`src/rtl/spike_packer.sv`:
```
// Packs 2-bit spike pairs from the neuron stage into 4-bit words and buffers them
// in a FIFO. Also keeps a saturating count of accepted spike bits and a sticky drop flag.
module spike_packer #(
  parameter int DEPTH = 16,
  parameter int CNT_W = 16
) (
  input  logic                     clk,
  input  logic                     rst,
  input  logic                     valid_in,
  input  logic [1:0]               spike_in,
  input  logic                     active_group_in,
  input  logic                     flush,
  input  logic                     clr,
  input  logic                     rd_en,
  output logic [3:0]               spike_out,
  output logic                     active_group_out,
  output logic                     out_valid,
  output logic                     empty,
  output logic                     full,
  output logic [$clog2(DEPTH):0]   count,
  output logic [CNT_W-1:0]         spike_count,
  output logic                     overflow
);

  localparam int AW = $clog2(DEPTH);
  localparam logic [AW:0] DEPTH_C = (AW+1)'(DEPTH);

  logic [4:0]       mem_q [DEPTH];
  logic [AW-1:0]    wr_ptr_q, rd_ptr_q;
  logic [AW:0]      cnt_q, cnt_d;
  logic             pend_q, pend_d;
  logic [1:0]       pend_spk_q, pend_spk_d;
  logic             pend_grp_q, pend_grp_d;
  logic [3:0]       spike_out_q;
  logic             grp_out_q, out_valid_q, overflow_q;
  logic [CNT_W-1:0] spike_count_q, spike_count_d;

  logic             wr_req, wr_grp, do_wr, do_rd;
  logic [3:0]       wr_word;
  logic [1:0]       pop;
  logic [CNT_W:0]   sum;

  // Pairing: a lone half waits in pend until its partner or a flush arrives.
  always_comb begin
    wr_req     = 1'b0;
    wr_word    = 4'b0000;
    wr_grp     = 1'b0;
    pend_d     = pend_q;
    pend_spk_d = pend_spk_q;
    pend_grp_d = pend_grp_q;
    if (valid_in) begin
      if (pend_q) begin
        wr_req  = 1'b1;
        wr_word = {spike_in, pend_spk_q};
        wr_grp  = active_group_in | pend_grp_q;
        pend_d  = 1'b0;
      end else if (flush) begin
        wr_req  = 1'b1;
        wr_word = {2'b00, spike_in};
        wr_grp  = active_group_in;
      end else begin
        pend_d     = 1'b1;
        pend_spk_d = spike_in;
        pend_grp_d = active_group_in;
      end
    end else if (flush && pend_q) begin
      wr_req  = 1'b1;
      wr_word = {2'b00, pend_spk_q};
      wr_grp  = pend_grp_q;
      pend_d  = 1'b0;
    end
  end

  // A full FIFO still accepts a write when the same cycle frees the head slot.
  assign do_rd = rd_en & ~empty;
  assign do_wr = wr_req & (~full | do_rd);

  always_comb begin
    cnt_d = cnt_q;
    if (do_wr && !do_rd)      cnt_d = cnt_q + (AW+1)'(1);
    else if (!do_wr && do_rd) cnt_d = cnt_q - (AW+1)'(1);
  end

  assign pop = {1'b0, spike_in[0]} + {1'b0, spike_in[1]};
  assign sum = {1'b0, spike_count_q} + {{(CNT_W-1){1'b0}}, pop};

  always_comb begin
    spike_count_d = spike_count_q;
    if (valid_in) spike_count_d = sum[CNT_W] ? {CNT_W{1'b1}} : sum[CNT_W-1:0];
  end

  always_ff @(posedge clk) begin
    if (rst && !clr && do_wr) mem_q[wr_ptr_q] <= {wr_grp, wr_word};
  end

  always_ff @(posedge clk or negedge rst) begin
    if (!rst) begin
      wr_ptr_q      <= '0;
      rd_ptr_q      <= '0;
      cnt_q         <= '0;
      pend_q        <= 1'b0;
      pend_spk_q    <= 2'b00;
      pend_grp_q    <= 1'b0;
      spike_out_q   <= 4'b0000;
      grp_out_q     <= 1'b0;
      out_valid_q   <= 1'b0;
      overflow_q    <= 1'b0;
      spike_count_q <= '0;
    end else if (clr) begin
      wr_ptr_q      <= '0;
      rd_ptr_q      <= '0;
      cnt_q         <= '0;
      pend_q        <= 1'b0;
      pend_spk_q    <= 2'b00;
      pend_grp_q    <= 1'b0;
      grp_out_q     <= 1'b0;
      out_valid_q   <= 1'b0;
      overflow_q    <= 1'b0;
      spike_count_q <= '0;
    end else begin
      pend_q        <= pend_d;
      pend_spk_q    <= pend_spk_d;
      pend_grp_q    <= pend_grp_d;
      cnt_q         <= cnt_d;
      spike_count_q <= spike_count_d;
      out_valid_q   <= do_rd;
      if (do_wr) wr_ptr_q <= wr_ptr_q + AW'(1);
      if (do_rd) begin
        rd_ptr_q    <= rd_ptr_q + AW'(1);
        spike_out_q <= mem_q[rd_ptr_q][3:0];
        grp_out_q   <= mem_q[rd_ptr_q][4];
      end
      if (wr_req && !do_wr) overflow_q <= 1'b1;
    end
  end

  assign spike_out        = spike_out_q;
  assign active_group_out = grp_out_q;
  assign out_valid        = out_valid_q;
  assign count            = cnt_q;
  assign empty            = (cnt_q == '0);
  assign full             = (cnt_q == DEPTH_C);
  assign spike_count      = spike_count_q;
  assign overflow         = overflow_q;

endmodule

```
`config.mk`:
```
export PLATFORM = sky130hd
export DESIGN_NAME = spike_packer
export DESIGN_NICKNAME = d
export VERILOG_FILES = /design/src/rtl/spike_packer.sv
export SDC_FILE = /design/constraint.sdc
export NUM_CORES = 1
export LEC_CHECK = 0
export ABC_AREA = 1
export BUFFER_PORTS_ARGS = -buffer_cell sky130_fd_sc_hd__buf_2
export CAP_MARGIN = 5
export CORE_MARGIN = 1.5
export CORE_UTILIZATION = 51
export CTS_BUF_LIST = sky130_fd_sc_hd__clkbuf_16
export CTS_CLUSTER_SIZE = 25
export DETAILED_ROUTE_END_ITERATION = 10
export PLACE_DENSITY = 0.69
export SLEW_MARGIN = 20
export SYNTH_ARGS = -nofsm -noshare
export SYNTH_HDL_FRONTEND = slang
export SYNTH_SLANG_ARGS = --single-unit
```
`constraint.sdc`:
```
create_clock -name clk -period 2.8 [get_ports clk]
set_clock_uncertainty 0.1 [all_clocks]
set_input_delay 0.56 -clock clk [delete_from_list [all_inputs] [get_ports clk]]
set_output_delay 0.56 -clock clk [all_outputs]
set_load 0.005 [all_outputs]
```
# Word level (Yosys, flattened, before mapping)
# Memories as Yosys holds them, arrays and structs flattened.
# Index checks and enable logic that the tools add are counted.
totals:
  latch_bits: 0
  mem_count: 1
  romBits: 0
  out_inout_bits: 30
  wordCells: 88
  register_bits: 40
  mem_bits_rw: 80
classes:
  bitwise: 7
  n_mux: 42
  add_sub_neg: 6
  n_div: 0
  n_eq_ne: 3
  n_shift: 0
  mul: 0
  order_cmp: 0
  n_reduce_logical: 18
memory_table:
  columns: ["memory", "words", "width", "read_ports", "rd_clocked_by_memory_dff", "write_ports", "line", "rtl"]
  rows:
  - ["mem_q", 16, 5, 1, 0, 1, "28", "logic [4:0] mem_q [DEPTH];"]
op_table:
  columns: ["cell", "n"]
  rows:
  - ["16-bit 2-to-1 mux", 3]
  - ["1-bit 2-to-1 mux", 24]
  - ["4-bit 2-to-1 mux", 6]
  - ["16-bit by 2-bit adder with 17-bit output", 1]
  - ["5-bit 2-to-1 mux", 3]
  - ["2-bit 2-to-1 mux", 6]
  - ["4-bit by 1-bit adder with 4-bit output, second input constant", 2]
  - ["2-bit nonzero test", 4]
  - ["1-bit logical AND", 6]
  - ["3-bit nonzero test", 2]
  - ["5-bit by 1-bit adder with 5-bit output, second input constant", 1]
  - ["5-bit equality test, second input constant", 1]
  - ["5-bit zero test", 1]
  - ["5-bit by 1-bit subtractor with 5-bit output, second input constant", 1]
  - ["1-bit zero test", 3]
  - ["1-bit NOT", 3]
  - ["3-bit AND reduction", 1]
  - ["1-bit by 1-bit adder with 2-bit output", 1]
  - ["1-bit bitwise AND", 2]
  - ["2-bit by 1-bit inequality test with 1-bit output, second input constant", 1]
  - ["2-bit inequality test, second input constant", 1]
  - ["1-bit OR", 2]
  - ["2-bit AND reduction", 1]

# Longest topological paths before layout
# Gate-level depths: netlist (run 1).
depth:
  ltp_word: 10
  ltp_mapped: 12
  mapped_depth_nobuf: 12

# Worst setup path before layout (run 1)
# OpenSTA, ideal clock, no wires.
synth_path:
  path_type: "input-to-reg"
  start: "in valid_in"
  end: "reg cnt_q[4], in the netlist count[4]"
  arrival_time_ps: 1987
  cell_stages: 11
  required_time_ps: 2583
  setup_slack_ps: 596
  cell_sequence: "buf_4 -> o21ai_1 -> nand2_1 -> nand3_4 -> fa_1 -> a21oi_1 -> nor2_1 -> nor2_1 -> nand3_1 -> nand3_1 -> nand2_1"
synth_via:
  elab_chain_len: 5
  word_cells_on_any_way: 8
  cone_classes: "mux (3); bitwise (1); reduce/logical (4)"
synth_rtl:
  columns: ["item", "line", "rtl"]
  rows:
  - ["from (decl)", "9", "input logic valid_in,"]
  - ["1-bit 2-to-1 mux (*)", "51", "if (valid_in) begin"]
  - ["1-bit bitwise AND (*)", "76", "assign do_wr = wr_req & (~full | do_rd);"]
  - ["1-bit logical AND / 1-bit zero test (equally long branches)", "80, 81", null]
  - ["5-bit 2-to-1 mux / 1-bit logical AND (equally long branches)", "80, 81", null]
  - ["5-bit 2-to-1 mux / 3-bit nonzero test (equally long branches)", null, null]
  - ["to (signal assigned)", "124", "cnt_q <= cnt_d;"]
  - ["to (decl)", "30", "logic [AW:0] cnt_q, cnt_d;"]
# Every way passes the cells marked *; elsewhere a longest branch is shown, timed or not.
# A chain may end at the register's enable or synchronous reset.

# Worst setup path in the final report (run 1)
layout_path:
  start: "reg cnt_q[0], in the netlist count[0]"
  end: "reg cnt_q[4], in the netlist count[4]"
layout_via:
  elab_chain_len: 8
  word_cells_on_any_way: 17
  cone_classes: "add/sub (2); eq/ne (1); mux (3); bitwise (5); reduce/logical (6)"
layout_rtl:
  columns: ["item"]
  rows:
  - ["branches (longest 8 deep; another with 5-bit by 1-bit subtractor with 5-bit output)"]
# Parallel ways; which one is timed is not known. The select of a mux whose other input is x is not followed.

==> flow_summary.json, run 1 <==
{
  "initial_utilization_pct": 52.3,
  "gp_congestion": 0.890,
  "dieArea_mm2": 0.0118,
  "busiest_layer": "met2",
  "worstPathCellList": "nor2_2, nand3_2, nand2_2, nand3_4, fa_1, a21oi_1, nor2_1, nor2_1, nand3_1, nand3_1, nand2_1",
  "met3_usage_pct": 5.68,
  "via_per_inst": 5.47,
  "routed-via-count": 4334,
  "fin_crit_ps": 2450,
  "tightest_slew_ps": 701,
  "antennaDiodeCount": 0,
  "grt_overflow": 0,
  "syn_area_per_cell_um2": 9.66,
  "crit_type": "flop to flop",
  "drive_gt1_share_pct": 15.2,
  "final_hold_viol_count": 0,
  "slew_headroom_pct": 53.3,
  "grt_usage_pct": 23.2,
  "path_buf_inv": 0,
  "grt.met2_usage_pct": 36.9,
  "postCtsSetupBuffers": 0,
  "p_seq_share_pct": 41.6,
  "totalWireLength_um": 12700,
  "yosysSeqAreaShare_pct": 59.7,
  "grt_first_pass_wirelength_um": 20500,
  "hpwl_um": 8360,
  "fp.dieW_um": 109,
  "numCtsBuffers": 17,
  "critical-path-max-stage-delay_ps": 460,
  "grt_pass1_vias": 4131,
  "synthesis.nets": 611,
  "switching_share_pct": 29.8,
  "htree_levels": 4,
  "hold_buffers": 0,
  "critPathSlowestCell": "dfrtp_1",
  "worst_path_dominant_cell_family": "simple AND/OR/NAND/NOR gates",
  "clock_sinks": 120,
  "nNetsFinal": 660,
  "portBuffers": 38,
  "p_leak_nw": 2.86,
  "core_mm2": 0.0109,
  "clk_latency_ps": 410,
  "clkPwrFrac_pct": 38.6,
  "p_comb_share_pct": 19.7,
  "max_clock_freq_mhz": 408,
  "finalPower_mw": 5.01,
  "drtIter0Drc": 280,
  "clock_path_buffers": 2,
  "pin_count": 39,
  "wl_per_cell_um": 16.1,
  "cts_tree": "done",
  "hold_ws_ps": 182,
  "fill_cells": 928,
  "drc": 0,
  "fp-row-count": 38,
  "pwr_density_cell_mw_per_mm2": 762,
  "root_buffer": "clkbuf_16",
  "p_switching_mw": 1.50,
  "grt_max_degree": 42,
  "cp.arrival_ps": 2650,
  "post-route-util_pct": 60.4,
  "rsz0062_at_grt": "no",
  "area_growth_pct": 15.4,
  "cts-resized-gates": 0,
  "min_path_type": "input pin to asynchronous set/reset pin",
  "ys_types": 34,
  "setup_viol": 0,
  "drv_slew": 0,
  "ys.warnings.count": 0,
  "post-route-period-util_pct": 87.5,
  "synthCells": 590,
  "max-vdd-ir-drop_v": 0.000419,
  "cap_violations": 0,
  "antenna_found_initial": 0,
  "detail_route.first_pass.iterations": 5,
  "die_height_um": 109,
  "p_int_mw": 3.52,
  "grtUsageMet1_pct": 31.2,
  "netlist_area_mm2": 0.00570,
  "status": "finished, final reports clean",
  "ant_nets": 0,
  "ys_seq_elements": 120,
  "cp.required_ps": 3000,
  "crit_path_start_kind": "flop",
  "end_kind": "flop",
  "clk_pin_slew_worst_paths_ps": 50,
  "setup_tns_ps": 0,
  "path_max_fanout": 13
}
Yosys cell counts (all sizes together):
master / number / share of area (%)
o21ai: 67 / 5.9
clkinv: 2 / 0.13
fa: 2 / 0.70
xor2: 5 / 0.77
xnor2: 2 / 0.31
buf: 17 / 1.5
o22ai: 2 / 0.22
inv: 44 / 2.9
nand2: 121 / 8.5
ha: 10 / 2.2
nand4: 5 / 0.66
nand3b: 1 / 0.13
clkbuf: 2 / 0.13
edfxtp: 80 / 42
dfrtp: 40 / 18
a21oi: 8 / 0.77
mux2i: 1 / 0.18
nor3: 5 / 0.44
nand3: 58 / 5.5
nor2: 108 / 8.0
o211ai: 9 / 1.2
o32ai: 1 / 0.15
cell families (layout without fill, tap and decap cells):
group | after synthesis | in the layout | share of synthesized area, %
buffers and inverters | 65 | 127 | 4.70
adders and majority gates | 12 | 12 | 2.90
muxes | 1 | 1 | 0.176
and+or+nand+nor | 298 | 298 | 23.2
DFF | 120 | 120 | 59.7
xor gates and xnor gates | 7 | 7 | 1.08
AOI/OAI and AO/OA | 87 | 87 | 8.21
cell usage in the layout, fill, tap and decap left out, types with 11 or more instances in the layout:
| master | count |
|---|---|
| nand3_1 | 55 |
| inv_1 | 45 |
| nand2_1 | 116 |
| buf_2 | 38 |
| edfxtp_1 | 80 |
| o21ai_0 | 59 |
| buf_4 | 11 |
| nor2_1 | 96 |
| dfrtp_1 | 40 |
| clkbuf_16 | 17 |
layout make-up:
class                           count  area [um^2]  area share, %
Clock inverter                     15          100           1.52
Sequential cell                   120         3400           51.7
Clock buffer                       17          425           6.47
Inverter                           46          173           2.63
Tap cell                          140          175           2.66
Multi-Input combinational cell    405         2030           30.8
Timing Repair Buffer               49          273           4.15
state kept, by name, summed over array words and instances (netlist names), 2 cells and up:
name,count
mem_q,80
spike_count,16
count,5
rd_ptr_q,4
spike_out,4
wr_ptr_q,4
pend_spk_q,2
path summary, 6_finish.rpt:
| path | startpoint | to | slack, ps | depth (start not counted) |
|---|---|---|---|---|
| setup / recovery | count[0] | count[4] | 350 | 11 |
| hold / removal | rst | spike_count[2] | 180 | 2 |
| setup reg to reg | count[0] | count[4] | 350 | 11 |
| hold reg to reg | spike_out[0] | spike_out[0] | 380 | 2 |
| max in group asynchronous | rst | rd_ptr_q[0] | 2050 | 2 |
| min in group clk | clr | overflow | 320 | 2 |
worst reg2reg max path, delay by kind of cell (launching register included):
kind	cells	cell delay, ps
AND/OR/NAND/NOR	9	1170
AO/OA/AOI/OAI	1	160
adder cells (fa/ha/maj)	1	450
flip-flops	1	460
power groups by stage:
stage	clock network, mW	logic, mW	registers, mW
floorplan	0	0.725	2.09
global placement	0	0.978	2.12
detailed placement	0	0.996	2.12
CTS	1.95	1.00	2.09
global route	2.04	1.12	2.10
finish	1.94	0.990	2.09
metrics by stage:
| step | area [um^2] | setup WS, ps | std cells |
|---|---|---|---|
| 3_3_place_gp | 6050 | 372 | 760 |
| 4_1_cts | 6580 | 327 | 792 |
| 5_1_grt | 6580 | 162 | 792 |
| 6_report | 6580 | 351 | 792 |
| 2_1_floorplan | 5700 | 596 | 590 |
| 3_5_place_dp | 6050 | 310 | 760 |
layer usage:
metal,part of all wire (%),up-vias
met3,5.7,19
met4,1.8,0
li1,-,2097
met1,44,2083
met5,0,-
met2,49,135
(Power assumes the default switching activity.)
==> run 2: changes to the inputs <==
--- a/config.mk
+++ b/config.mk
@@ -14,6 +14,7 @@
 export CTS_CLUSTER_SIZE = 25
 export DETAILED_ROUTE_END_ITERATION = 10
 export PLACE_DENSITY = 0.69
+export SETUP_SLACK_MARGIN = 0.15
 export SLEW_MARGIN = 20
 export SYNTH_ARGS = -nofsm -noshare
 export SYNTH_HDL_FRONTEND = slang
==> constraint.sdc (replaced) <==
create_clock -name clk -period 2.5 [get_ports clk]
set_clock_uncertainty 0.1 [all_clocks]
set_input_delay 0.5 -clock clk [delete_from_list [all_inputs] [get_ports clk]]
set_output_delay 0.5 -clock clk [all_outputs]
set_load 0.005 [all_outputs]
==> run 2 against run 1 <==
Non-clock buffer count is 9 higher. Clock power is 11% higher. Via count rose by 1.3%. Count of clock-buffer cells in the layout is 1 higher. Maximum frequency increased by 11%. Sequential power increased by 10%. Sequential share of layout area is 0.66 points lower. Critical endpoint unchanged. Highest routed layer unchanged.
==> flow_summary.json, run 2 (same netlist as run 1, synthesis figures left out) <==
{
  "clkPwrFrac_pct": 37.9,
  "end_kind": "flop",
  "grt_pass1_vias": 4078,
  "grt_usage_pct": 23.3,
  "core_mm2": 0.0109,
  "portBuffers": 38,
  "area_growth_pct": 16.9,
  "cap_violations": 0,
  "worstPathCellList": "nor2_4, nand3_2, nand2_2, nand3_4, fa_1, a21oi_1, nor2_1, nor2_1, nand3_1, nand3_1, nand2_1",
  "clock_sinks": 120,
  "setup_viol": 0,
  "antenna_found_initial": 0,
  "cp.arrival_ps": 2390,
  "max_clock_freq_mhz": 455,
  "min_path_type": "input pin to asynchronous set/reset pin",
  "gp_congestion": 0.883,
  "cts_tree": "done",
  "crit_path_start_kind": "flop",
  "p_switching_mw": 1.66,
  "worst_path_dominant_cell_family": "simple AND/OR/NAND/NOR gates",
  "final_hold_viol_count": 0,
  "critPathSlowestCell": "dfrtp_1",
  "root_buffer": "clkbuf_16",
  "initial_utilization_pct": 52.3,
  "switching_share_pct": 29.1,
  "drc": 0,
  "critical-path-max-stage-delay_ps": 460,
  "pin_count": 39,
  "crit_type": "flop to flop",
  "layout_commonest_cell": "nand2_1",
  "fp-row-count": 38,
  "pre_cts_ws_ps": 67.4,
  "die_height_um": 109,
  "clk_latency_ps": 410,
  "p_int_mw": 4.04,
  "via_per_inst": 5.48,
  "htree_levels": 4,
  "totalWireLength_um": 12900,
  "setup_tns_ps": 0,
  "clk_pin_slew_worst_paths_ps": 50,
  "pwr_density_cell_mw_per_mm2": 855,
  "grt_overflow": 0,
  "path_max_fanout": 8,
  "routed-via-count": 4392,
  "fin_area_mm2": 0.00666,
  "ant_nets": 0,
  "cts-resized-gates": 0,
  "finalPower_mw": 5.69,
  "numCtsBuffers": 17,
  "nNetsFinal": 669,
  "rsz0062_at_grt": "no",
  "hold_buffers": 0,
  "largest_reg_flops": 80,
  "path_buf_inv": 0,
  "p_comb_share_pct": 21.7,
  "drv_slew": 0,
  "hpwl_um": 8510,
  "p_leak_nw": 2.94,
  "status": "finished, final reports clean",
  "p_seq_share_pct": 40.3,
  "tightest_slew_ps": 614,
  "drtIter0Drc": 342,
  "placed_cell_area_mm2": 0.00612,
  "detail_route.first_pass.iterations": 5,
  "max-vdd-ir-drop_v": 0.000429,
  "slew_headroom_pct": 59.0,
  "fin_crit_ps": 2200,
  "drive_gt1_share_pct": 16.2,
  "wl_per_cell_um": 16.1,
  "post-route-period-util_pct": 87.9,
  "fp.dieW_um": 109,
  "cp.required_ps": 2700,
  "fin_ws_ps": 303,
  "clock_path_buffers": 2,
  "grt_first_pass_wirelength_um": 20500,
  "dieArea_mm2": 0.0118,
  "final_cell_mix": "nand2_1 (116), nor2_1 (96), edfxtp_1 (80)",
  "postCtsSetupBuffers": 0,
  "top_register": "mem_q",
  "grt_max_degree": 44,
  "antennaDiodeCount": 0
}
-- run 2: cell type report --
cell class | instances | area [um^2]
clock buffers | 18 | 450
clock inverters | 14 | 82.6
fillers | 909 | 4230
inverters | 46 | 173
multi-input cells | 405 | 2040
flip-flops and latches | 120 | 3400
well taps | 140 | 175
repair buffers | 58 | 340
-- run 2: power groups by stage --
stage          registers (mW)  clock network (mW)  logic [mW]
5_1_grt                  2.30                2.29        1.38
4_1_cts                  2.29                2.19        1.23
3_5_place_dp             2.33                   0        1.23
2_1_floorplan            2.34                   0       0.812
6_report                 2.30                2.16        1.24
3_3_place_gp             2.32                   0        1.20
-- run 2: worst register-to-register path, cell delays in order, from the launching register on --
cell and delay, ps:
dfrtp_1 460, nor2_4 160, nand3_2 140, nand2_2 120, nand3_4 120, fa_1 430
a21oi_1 160, nor2_1 50, nor2_1 130, nand3_1 90, nand3_1 80, nand2_1 50
-- run 2: stage by stage --
stage	util [%]	cells	hold WS, ps
after global routing	61.2	801	141
after global placement	56.2	769	367
after CTS	61.1	801	104
final	61.2	801	94.1
after detailed placement	56.2	769	363
after floorplan	-	590	104
-- run 2: routing by layer --
metal | part of all wire, % | track usage (%) | wire (um) | vias to the layer above
li1 | - | - | - | 2104
met1 | 45 | 31.4 | 5750 | 2094
met2 | 48 | 36.4 | 6150 | 170
met3 | 5.4 | 6.16 | 698 | 24
met4 | 2.3 | 8.74 | 292 | 0
met5 | 0 | 0 | 0 | -
-- run 2: worst paths after layout --
kind / from / endpoint / slack [ps] / depth (start not counted)
worst max-delay path: count[2] / count[4] / 300 / 11
worst min-delay path: rst / pend_grp_q / 90 / 2
worst max register to register: count[2] / count[4] / 300 / 11
worst min register to register: spike_out[2] / spike_out[2] / 370 / 2
max in group asynchronous: rst / rd_ptr_q[0] / 1840 / 2
min in group clk: clr / overflow / 260 / 2
